==> src/rtl/dt_key_loader.sv <==
// Bit-serial, parity-checked key loader for the locked decision-tree classifiers.
// The key shifts in LSB first and reaches KEY in one step, only after its parity check passes.
module dt_key_loader #(
    parameter int               KEY_W           = 32,
    parameter logic [KEY_W-1:0] DECOY_KEY       = '0,
    parameter int               TIMEOUT         = 64,
    parameter bit               LOCK_AFTER_LOAD = 1'b1
) (
    input  logic             CLK,
    input  logic             RST,
    input  logic             key_frame_start,
    input  logic             key_sdi,
    input  logic             key_sdi_valid,
    output logic [KEY_W-1:0] KEY,
    output logic             key_ready,
    output logic             key_err,
    output logic             key_busy,
    output logic             key_locked,
    output logic [2:0]       o_dbg_state
);

    // Handshake: key_sdi is accepted on each rising edge where key_sdi_valid is high,
    // unless key_frame_start is high on the same edge (the frame restarts instead).

    localparam int                CNT_W    = (KEY_W > 1) ? $clog2(KEY_W) : 1;
    localparam logic [CNT_W-1:0]  LAST_BIT = CNT_W'(KEY_W - 1);
    localparam logic [7:0]        TMO_LAST = 8'(TIMEOUT - 1);

    typedef enum logic [2:0] {
        S_IDLE   = 3'd0,
        S_SHIFT  = 3'd1,
        S_PAR    = 3'd2,
        S_COMMIT = 3'd3,
        S_LOCKED = 3'd4
    } state_t;

    state_t           r_state;
    state_t           w_next;
    logic [KEY_W-1:0] r_shadow;
    logic [CNT_W-1:0] r_bit_cnt;
    logic [7:0]       r_tmo;
    logic [KEY_W-1:0] r_key;
    logic             r_ready;
    logic             r_err;
    logic             r_locked;

    logic w_clear;
    logic w_shift_en;
    logic w_tmo_inc;
    logic w_set_err;
    logic w_commit;
    logic w_par_ok;

    // Even parity over the data bits plus the incoming parity bit.
    assign w_par_ok = ~(^{r_shadow, key_sdi});

    always_ff @(posedge CLK or negedge RST) begin
        if (!RST) begin
            r_state <= S_IDLE;
        end else begin
            r_state <= w_next;
        end
    end

    always_comb begin
        w_next     = r_state;
        w_clear    = 1'b0;
        w_shift_en = 1'b0;
        w_tmo_inc  = 1'b0;
        w_set_err  = 1'b0;
        w_commit   = 1'b0;
        case (r_state)
            S_IDLE: begin
                if (key_frame_start) begin
                    w_clear = 1'b1;
                    w_next  = S_SHIFT;
                end
            end
            S_SHIFT, S_PAR: begin
                if (key_frame_start) begin
                    w_clear = 1'b1;
                    w_next  = S_SHIFT;
                end else if (key_sdi_valid) begin
                    if (r_state == S_SHIFT) begin
                        w_shift_en = 1'b1;
                        if (r_bit_cnt == LAST_BIT) begin
                            w_next = S_PAR;
                        end
                    end else if (w_par_ok) begin
                        w_next = S_COMMIT;
                    end else begin
                        w_set_err = 1'b1;
                        w_next    = S_IDLE;
                    end
                end else if (r_tmo == TMO_LAST) begin
                    w_set_err = 1'b1;
                    w_next    = S_IDLE;
                end else begin
                    w_tmo_inc = 1'b1;
                end
            end
            S_COMMIT: begin
                w_commit = 1'b1;
                w_next   = LOCK_AFTER_LOAD ? S_LOCKED : S_IDLE;
            end
            S_LOCKED: begin
                w_next = S_LOCKED;
            end
            default: begin
                w_next = S_IDLE;
            end
        endcase
    end

    always_ff @(posedge CLK or negedge RST) begin
        if (!RST) begin
            r_shadow  <= '0;
            r_bit_cnt <= '0;
            r_tmo     <= '0;
        end else if (w_clear) begin
            r_shadow  <= '0;
            r_bit_cnt <= '0;
            r_tmo     <= '0;
        end else if (w_shift_en) begin
            r_shadow[r_bit_cnt] <= key_sdi;
            r_bit_cnt           <= r_bit_cnt + CNT_W'(1);
            r_tmo               <= '0;
        end else if (w_tmo_inc) begin
            r_tmo <= r_tmo + 8'd1;
        end
    end

    // The shadow only reaches KEY on the commit edge; everything else holds it.
    always_ff @(posedge CLK or negedge RST) begin
        if (!RST) begin
            r_key    <= DECOY_KEY;
            r_ready  <= 1'b0;
            r_err    <= 1'b0;
            r_locked <= 1'b0;
        end else begin
            if (w_commit) begin
                r_key    <= r_shadow;
                r_ready  <= 1'b1;
                r_locked <= LOCK_AFTER_LOAD;
            end
            if (w_set_err) begin
                r_err <= 1'b1;
            end else if (w_clear) begin
                r_err <= 1'b0;
            end
        end
    end

    assign KEY         = r_key;
    assign key_ready   = r_ready;
    assign key_err     = r_err;
    assign key_locked  = r_locked;
    assign key_busy    = (r_state == S_SHIFT) || (r_state == S_PAR);
    assign o_dbg_state = r_state;

endmodule

==> config.mk <==
export PLATFORM = sky130hd
export DESIGN_NAME = dt_key_loader
export DESIGN_NICKNAME = d
export VERILOG_FILES = /design/src/rtl/dt_key_loader.sv
export SDC_FILE = /design/constraint.sdc
export NUM_CORES = 1
export LEC_CHECK = 0
export ABC_AREA = 1
export CELL_PAD_IN_SITES_DETAIL_PLACEMENT = 2
export CELL_PAD_IN_SITES_GLOBAL_PLACEMENT = 2
export CORE_MARGIN = 2
export CORE_UTILIZATION = 30
export DETAILED_ROUTE_END_ITERATION = 12
export PLACE_DENSITY_LB_ADDON = 0.1
export SYNTH_ARGS = -nofsm -noshare
export SYNTH_HDL_FRONTEND = slang
export SYNTH_SLANG_ARGS = --single-unit
==> constraint.sdc <==
create_clock -name CLK -period 2.7 [get_ports CLK]
set_clock_uncertainty 0.15 [all_clocks]
set_input_delay 0.675 -clock CLK [delete_from_list [all_inputs] [get_ports CLK]]
set_output_delay 0.675 -clock CLK [all_outputs]
set_load 0.01 [all_outputs]
# [Yosys cells after proc, flatten, opt, wreduce, memory -nomap -nowiden]
# Cells that the tools add are included.
[totals] inputBits=5 register_bits=82 word_cells=68 output_inout_bits=39
[classes] n_lt_le_gt_ge=2 n_reduce_logical=11 n_mux=37 addsub=2 n_eq_ne=9
[op_table] op="32-bit two-way mux" count=2
[op_table] op="33-bit XOR reduction" count=1
[op_table] op="32-bit bitwise mux" count=1
[op_table] op="8-bit two-way mux" count=3
[op_table] op="1-bit two-way mux" count=20
[op_table] op="3-bit two-way mux" count=6
[op_table] op="5-bit two-way mux" count=2
[op_table] op="3-bit one-hot mux with 3 select lines" count=1
[op_table] op="8-bit by 1-bit adder with 8-bit output, second input constant" count=1
[op_table] op="8-bit by 6-bit == test with 1-bit output, second input constant" count=1
[op_table] op="3-bit by 2-bit == test with 1-bit output, second input constant" count=2
[op_table] op="5-bit by 6-bit less-than comparator with 1-bit output, second input constant" count=1
[op_table] op="5-bit by 1-bit adder with 5-bit output, second input constant" count=1
[op_table] op="1-bit demux with 5-bit select" count=1
[op_table] op="5-bit == test, second input constant" count=1
[op_table] op="5-bit by 1-bit >= comparator with 1-bit output, second input constant" count=1
[op_table] op="5-bit != test, second input constant" count=1
[op_table] op="4-bit != test, second input constant" count=1
[op_table] op="2-bit nonzero test" count=2
[op_table] op="2-bit OR reduction" count=2
[op_table] op="3-bit by 1-bit == test with 1-bit output, second input constant" count=1
[op_table] op="3-bit == test, second input constant" count=1
[op_table] op="3-bit logical NOT" count=1
[op_table] op="3-bit AND reduction" count=1
[op_table] op="6 further kinds" count=6

# [Logic depth before layout (Yosys ltp)]
# Gate-level depths: netlist of run 1.
[logic_depth] depth_word=8 depth_mapped=17 mapped_depth_nobuf=17

# [Worst setup path before layout of run 1]
# No wires, ideal clock.
[synth_path] path_kind="in2reg" startpoint="input port key_frame_start" endpoint="register r_tmo[4]" n_path_buf=0 required_ns=2.422 setup_ns=0.128 slack_ns=0.915 arrival_time_ns=1.508 cell_stages=7 path_cell_list="inv_1 > nand3_2 > inv_2 > nor2_1 > nand2_1 > a21oi_1 > a211oi_1"
[synth_via] elab_chain_len=4 elab_cells_between_ends=9 cone_classes="mux (8); reduce/logical (1)"
[synth_lines] element="start: declaration" line="11" text="input logic key_frame_start,"
[synth_lines] element="1-bit two-way mux" line="80" text="if (key_frame_start) begin"
[synth_lines] element="1-bit two-way mux" line="72" text="case (r_state)"
[synth_lines] element="8-bit two-way mux" line="124" text="end else if (w_shift_en) begin"
[synth_lines] element="8-bit two-way mux" line="120" text="end else if (w_clear) begin"
[synth_lines] element="end signal: assignment" line="129" text="r_tmo <= r_tmo + 8'd1;"
[synth_lines] element="end: declaration" line="41" text="logic [7:0] r_tmo;"
# Parallel ways exist; a longest one is shown, timed or not.
# A chain may end at the register's enable or synchronous reset.

# [Worst setup path after layout of run 1]
[layout_path] startpoint="register r_state[0] (netlist: o_dbg_state[0])" endpoint="output port key_busy"
[layout_via] elab_chain_len=2 elab_cells_between_ends=3 cone_classes="eq/ne (2); reduce/logical (1)"
[layout_lines] element="start: declaration" line="37" text="state_t r_state;"
[layout_lines] element="start signal: assignment" line="61" text="r_state <= w_next;"
[layout_lines] element="3-bit by 1-bit == test with 1-bit output or 3-bit by 2-bit == test with 1-bit output (tied branches)" line="158" text="assign key_busy = (r_state == S_SHIFT) || (r_state == S_PAR);"
[layout_lines] element="1-bit logical OR *" line="158"
[layout_lines] element="end: declaration" line="17" text="output logic key_busy,"
# Every way passes the cells marked *; elsewhere a longest branch is shown, timed or not.

==> results.ini, run 1 <==
[run_status]
outcome=finished clean

[cts]
cts_resized=0
ctsHtreeMaxLevel=3
cts-buffers-inserted=9
worst_setup_hold_path_clk_slew_ns=0.06
post_cts_buffers=0
clock_path_buffers=2
root_buffer=sky130_fd_sc_hd__clkbuf_16
tritoncts_clock_tree=done
cts.hold.buffers_added=0
worstSkewPairLatency_ns=0.34
sink_count=82

[floorplan]
die-area_sq_um=15610
initial_core_util_pct=30.43
die_h_um=125.0
core_area_sq_um=14420
placementRows=44
chipWidth_um=125.0
boundaryPins=44

[route]
post-route-drc-count=0
first_pass_iters=4
drt_iter0_markers=138
detail_route.vias_per_cell=4.869
vias=4090
wl_per_cell_um=15.73
finalWirelength_mm=13.21
route.antenna.remaining_nets=0

[power_and_ir_drop]
power_frac_comb_pct=29.0
cell_internal_pwr_mw=2.672
power.share.switching_pct=33.37
vdd_drop_max_uv=430.3
power_per_cell_area_nw_per_um2=742.4
p_seq_share_pct=37.1
clock_power_share_pct=34.0
p_sw_mw=1.338
cellLeakagePower_nw=2.800

[logic_synthesis]
post_synthesis_cells=605
synth.yosys.seq_area_share_pct=46.75
synth_mux_area_share_pct=0
postSynthRegisterBits=82
syn_area_cell_sq_um=7.255
post_synth_and_or_nand_nor_area_fraction_pct=25.63
yosys_warnings=0
netlist-cell-type-count=29
postSynthNetCount=616
area_fraction_in_compound_gates_after_synthesis_pct=13.40
largest_family_of_logic_cells_by_synthesized_area=simple AND/OR/NAND/NOR gates
synth_adder_area_share_pct=1.710
synth_xor_xnor_area_share_pct=2.395
netlist_area_sq_um=4389

[global_routing]
grt_pass1_wl_mm=22.87
track_usage_pct=18.05
via_count_of_the_first_global_routing_pass=4637
globalRoute.totalOverflow=0
grt_start_max_net_pins=54
antenna_violations_before_repair=0

[min_path]
worst_hold_class=in -> async

[place]
gp_congestion=0.7858
post-place-ws_ns=0.06461
detailed_place_hpwl_mm=9.856
place.port_buffers=43

[timing]
tns_ns=0
hold_violations=0
period_minus_slack_ns=2.582
timing.final.max_slew_violations=0
worst_hold_slack_ns=0.1153
timing_worst_slew_pin_value_ns=0.6186
final.period_utilization_pct=95.62
setup-violations-final=0
grt_setup_unrepaired=no
fmax_mhz=387.3
timing.slew.headroom_pct=58.71
setup_slack_ns=0.1182

[layout]
design.final.nets=663
area_growth_syn_to_layout_pct=23.09
insertedDiodeCount=0
final_layout_size_suffix_gt1_share_pct=5.640
final_util_pct=37.46

[critical_path]
crit_fanout=7
critical_path_arrival_ns=1.76
worstSetupStartpointType=register
end_kind=primary output
reg2reg_setup_slack_ns=0.52
critical_setup_path_kind=reg -> out
cp.required_ns=1.88

[job]
maxCapViolCount=0

per-layer routing:
metal  part of all wire, %  track usage, %
met1                    46           22.86
met4                   1.6           6.275
met5                     0               0
met3                   1.7           2.268
met2                    50           31.89
per-stage QoR:
stage / instance area (sq um) / total power [mW] / cells
after floorplan: 4389 / 2.118 / 605
after global placement: 5082 / 2.641 / 825
after detailed placement: 5082 / 2.688 / 825
after CTS: 5403 / 4.083 / 840
after global routing: 5403 / 4.287 / 840
final: 5403 / 4.011 / 840
power groups by stage:
| stage | clock network [mW] | registers [mW] | logic [mW] |
|---|---|---|---|
| final | 1.36 | 1.49 | 1.16 |
| after global routing | 1.45 | 1.51 | 1.32 |
| after CTS | 1.40 | 1.49 | 1.19 |
| after detailed placement | 0 | 1.51 | 1.18 |
| after global placement | 0 | 1.50 | 1.14 |
| after floorplan | 0 | 1.52 | 0.594 |
worst paths after layout:
| check | start | end | cells past startpoint |
|---|---|---|---|
| max reg2reg | r_bit_cnt[0]$_DFFE_PN0P_ | o_dbg_state[1]$_DFFE_PN0P_ | 9 |
| max in group asynchronous | RST | r_tmo[7]$_DFFE_PN0P_ | 2 |
| max | o_dbg_state[0]$_DFFE_PN0P_ | key_busy | 4 |
| min in group CLK | KEY[19]$_DFFE_PN0N_ | KEY[19]$_DFFE_PN0N_ | 2 |
| min | RST | KEY[15]$_DFFE_PN0N_ | 1 |
| min reg2reg | KEY[19]$_DFFE_PN0N_ | KEY[19]$_DFFE_PN0N_ | 2 |
cells in the final DEF (no fill, tap or decap), types with 2 or more instances in the layout:
cell                              netlist  routed
sky130_fd_sc_hd__clkbuf_8               0       2
sky130_fd_sc_hd__o21ai_0              105     105
sky130_fd_sc_hd__xnor2_1                6       6
sky130_fd_sc_hd__nand4_1                4       4
sky130_fd_sc_hd__nand2_2                2       2
sky130_fd_sc_hd__bufinv_16              0       2
sky130_fd_sc_hd__a21oi_1                6       6
sky130_fd_sc_hd__clkbuf_16              0       9
sky130_fd_sc_hd__nor2_1                27      27
sky130_fd_sc_hd__clkdlybuf4s50_1        0      42
sky130_fd_sc_hd__nor2_2                 2       2
sky130_fd_sc_hd__nand3_2                2       3
sky130_fd_sc_hd__inv_1                 96      96
sky130_fd_sc_hd__buf_4                  1       9
sky130_fd_sc_hd__a211oi_1               2       2
sky130_fd_sc_hd__buf_12                 0       2
sky130_fd_sc_hd__dfrtp_1               82      82
sky130_fd_sc_hd__nand2_1              200     200
sky130_fd_sc_hd__nand3_1               26      25
sky130_fd_sc_hd__clkbuf_1              14       2
sky130_fd_sc_hd__ha_1                   6       6
sky130_fd_sc_hd__xor2_1                 6       6
sky130_fd_sc_hd__inv_2                  2       2
sky130_fd_sc_hd__nor3_1                 4       4
sky130_fd_sc_hd__nor3b_1                2       2
kinds of logic after synthesis:
| group | Yosys count |
|---|---|
| XOR/XNOR | 12 |
| AND/OR/NAND/NOR | 273 |
| buffers and inverters | 116 |
| flip-flops | 82 |
| AO/OA/AOI/OAI | 116 |
| adder cells (fa/ha/maj) | 6 |
synth_stat cells:
| library cell | instances | area share (%) |
|---|---|---|
| sky130_fd_sc_hd__nand2_1 | 200 | 17 |
| sky130_fd_sc_hd__o21ai_0 | 105 | 12 |
| sky130_fd_sc_hd__inv_1 | 96 | 8.2 |
| sky130_fd_sc_hd__dfrtp_1 | 82 | 47 |
| sky130_fd_sc_hd__nor2_1 | 27 | 2.3 |
| sky130_fd_sc_hd__nand3_1 | 26 | 3.0 |
| sky130_fd_sc_hd__clkbuf_1 | 14 | 1.2 |
| sky130_fd_sc_hd__a21oi_1 | 6 | 0.68 |
| sky130_fd_sc_hd__ha_1 | 6 | 1.7 |
| sky130_fd_sc_hd__xnor2_1 | 6 | 1.2 |
| sky130_fd_sc_hd__xor2_1 | 6 | 1.2 |
| sky130_fd_sc_hd__nand4_1 | 4 | 0.57 |
| sky130_fd_sc_hd__nor3_1 | 4 | 0.46 |
| sky130_fd_sc_hd__a211oi_1 | 2 | 0.34 |
| sky130_fd_sc_hd__buf_2 | 2 | 0.23 |
| sky130_fd_sc_hd__inv_2 | 2 | 0.17 |
| sky130_fd_sc_hd__nand2_2 | 2 | 0.29 |
| sky130_fd_sc_hd__nand3_2 | 2 | 0.46 |
| sky130_fd_sc_hd__nor2_2 | 2 | 0.29 |
| sky130_fd_sc_hd__nor3b_1 | 2 | 0.34 |
| sky130_fd_sc_hd__a31oi_1 | 1 | 0.14 |
| sky130_fd_sc_hd__buf_4 | 1 | 0.17 |
| sky130_fd_sc_hd__inv_4 | 1 | 0.14 |
| sky130_fd_sc_hd__nand2_4 | 1 | 0.26 |
| sky130_fd_sc_hd__nand3b_1 | 1 | 0.17 |
| sky130_fd_sc_hd__nor3_2 | 1 | 0.23 |
| sky130_fd_sc_hd__o21ai_1 | 1 | 0.11 |
| sky130_fd_sc_hd__o22ai_1 | 1 | 0.14 |
| sky130_fd_sc_hd__or2_4 | 1 | 0.20 |
flip-flops by register name, indices dropped and copies added (netlist names):
register,flops
r_bit_cnt,5
o_dbg_state,3
key_locked,1
KEY,32
r_tmo,8
r_shadow,32
key_err,1
layout make-up:
cell class,count,area [sq um]
clock inverters,2,60.06
flip-flops and latches,82,2052
well taps,184,230.2
fillers,1703,9021
inverters,99,374.1
repair buffers,53,528.0
clock buffers,13,260.3
multi-input cells,407,1898
critical path, stage by stage, from the launching register on:
cell                              delay, ns
sky130_fd_sc_hd__dfrtp_1               0.47
sky130_fd_sc_hd__a21oi_1               0.25
sky130_fd_sc_hd__nand2_1               0.10
sky130_fd_sc_hd__inv_1                 0.07
sky130_fd_sc_hd__clkdlybuf4s50_1       0.53
Note: power is estimated with default switching activity, not from simulation.
==> run 2: changes to the inputs <==
Settings changed: RECOVER_POWER set to 50.
==> run 2 against run 1 <==
Compared with the run above:
- the flow now finishes with violations (capacitance limit, slew limit)
- clock power about the same
- sequential power is essentially flat
- power down 0.22%
- critical path depth unchanged
- largest cell class unchanged
==> results.ini, run 2 (synthesized netlist as in run 1, its figures left out) <==
[run_status]
outcome=finished, violations left
violations_in_the_final_reports=capacitance limit, slew limit

[critical_path]
critical_path.startpoint=o_dbg_state[0]$_DFFE_PN0P_
critical_path_arrival_ns=1.75  ; about the same
end_kind=primary output
crit_fanout=7  ; unchanged
critical_setup_path_kind=reg -> out
r2r_start=o_dbg_state[2]$_DFFE_PN0P_
worstSetupStartpointType=register
cp.required_ns=1.88  ; about the same

[cts]
root_buffer=sky130_fd_sc_hd__clkbuf_16
ctsHtreeMaxLevel=3  ; unchanged
cts-buffers-inserted=9  ; unchanged
cts.hold.buffers_added=0  ; unchanged
worst_setup_hold_path_clk_slew_ns=0.06  ; about the same
cts_resized=0  ; unchanged
tritoncts_clock_tree=done
clock_path_buffers=2  ; unchanged
sink_count=82  ; unchanged
worstSkewPairLatency_ns=0.35  ; about the same
post_cts_buffers=0  ; unchanged

[place]
post-place-ws_ns=0.06461  ; unchanged
placedInstanceArea_sq_um=5082  ; unchanged
post-place-cells=825  ; unchanged
place.port_buffers=43  ; unchanged
gp_congestion=0.7858  ; unchanged
detailed_place_hpwl_mm=9.856  ; unchanged

[power_and_ir_drop]
cellLeakagePower_nw=2.792  ; -0.29%
total_power_mw=4.002  ; -0.22%
power_per_cell_area_nw_per_um2=743.8  ; +0.20%
vdd_drop_max_uv=413.0  ; -4.0%

[layout]
filler_cell_count=1706  ; +0.18%
layout.area.seq_sq_um=2052  ; unchanged
final_layout_size_suffix_gt1_share_pct=5.183  ; -0.46 points
multi_input_area_sq_um=1888  ; -0.53%
insertedDiodeCount=0  ; unchanged
design.final.nets=663  ; unchanged
mostFrequentLayoutCells=200 x sky130_fd_sc_hd__nand2_1, 105 x sky130_fd_sc_hd__o21ai_0, 96 x sky130_fd_sc_hd__inv_1, 82 x sky130_fd_sc_hd__dfrtp_1, 41 x sky130_fd_sc_hd__clkdlybuf4s50_1
finalInstanceArea_sq_um=5380  ; -0.42%
final_util_pct=37.30  ; -0.16 points
most_common_cell_after_layout_fill_and_taps_aside=sky130_fd_sc_hd__nand2_1
area_growth_syn_to_layout_pct=22.58
layout.cells.non_filler=840  ; unchanged

[global_routing]
via_count_of_the_first_global_routing_pass=4637  ; unchanged
met1_usage_pct=22.86  ; unchanged
globalRoute.busiestLayer=met2
antenna_violations_before_repair=0  ; unchanged
grt_start_max_net_pins=54  ; unchanged
track_usage_pct=18.05  ; unchanged
groute.layer.met3.usage_pct=2.268  ; unchanged
grt_pass1_wl_mm=22.87  ; unchanged
globalRoute.totalOverflow=0  ; unchanged
grt.met2_usage_pct=31.89  ; unchanged

[timing]
timing.final.max_slew_violations=31  ; +31
setup_slack_ns=0.1290  ; +0.01087 ns
fmax_mhz=389.0  ; +0.42%
grt_setup_unrepaired=no
timing_worst_slew_pin_value_ns=1.751  ; +1.133 ns
final.period_utilization_pct=95.22  ; -0.40 points
tns_ns=0  ; unchanged
worst_hold_slack_ns=0.3341  ; +0.2189 ns
setup-violations-final=0  ; unchanged
hold_violations=0  ; unchanged
timing.slew.headroom_pct=-16.75  ; -75 points
period_minus_slack_ns=2.571  ; -0.01087 ns

[min_path]
hold_path.startpoint=KEY[19]$_DFFE_PN0N_
worst_hold_class=reg -> reg

[floorplan]
boundaryPins=44  ; unchanged
initial_core_util_pct=30.43  ; unchanged
chipWidth_um=125.0  ; unchanged
placementRows=44  ; unchanged
die_h_um=125.0  ; unchanged
core_area_sq_um=14420  ; unchanged
die-area_sq_um=15610  ; unchanged

[route]
drt_iter0_markers=140  ; +1.4%
route.antenna.remaining_nets=0  ; unchanged
first_pass_iters=4  ; unchanged
post-route-drc-count=0  ; unchanged
wl_per_cell_um=15.71  ; about the same
finalWirelength_mm=13.20  ; about the same
detail_route.vias_per_cell=4.879  ; +0.20%
vias=4098  ; +0.20%

[job]
maxCapViolCount=1  ; +1

[run 2: cell count changes in the layout (fill, tap and decap cells not counted), sizes merged]
cell,before,now
buf,11,10
clkbuf,13,14
clkdlybuf4s50,42,41
dlygate4sd3,0,1
[run 2: final timing paths]
kind                                   endpoint  slack [ns]  depth (start not counted)
setup / recovery                       key_busy        0.13                          4
hold / removal              KEY[19]$_DFFE_PN0N_        0.33                          2
setup reg to reg             KEY[7]$_DFFE_PN0N_        0.40                          5
hold reg to reg             KEY[19]$_DFFE_PN0N_        0.33                          2
max in group asynchronous  r_tmo[7]$_DFFE_PN0P_        0.52                          2
min in group asynchronous   KEY[15]$_DFFE_PN0N_        0.63                          1
[run 2: power by group]
part           internal, mW  switching, mW  total, mW
Clock                 0.857          0.505       1.36
Sequential             1.36          0.122       1.48
Combinational         0.450          0.706       1.16
[run 2: area by class of cell]
class / instances / area share, %
clock inverter: 2 / 1.116
sequential: 82 / 38.14
timing repair buffer: 53 / 9.581
tap: 184 / 4.279
clock buffer: 13 / 4.837
inverter: 99 / 6.953
multi-input combinational: 407 / 35.09
[run 2: worst max-delay path, cell delays in order, from the launching register on]
cell and delay [ns]:
sky130_fd_sc_hd__dfrtp_1 0.46, sky130_fd_sc_hd__a21oi_1 0.24, sky130_fd_sc_hd__nand2_1 0.10, sky130_fd_sc_hd__inv_1 0.07
sky130_fd_sc_hd__clkdlybuf4s50_1 0.53
[run 2: per-layer routing]
layer	wire length, um	up-vias
li1	-	1973
met1	6096	2065
met2	6671	44
met3	215	16
met4	215	0
met5	0	-
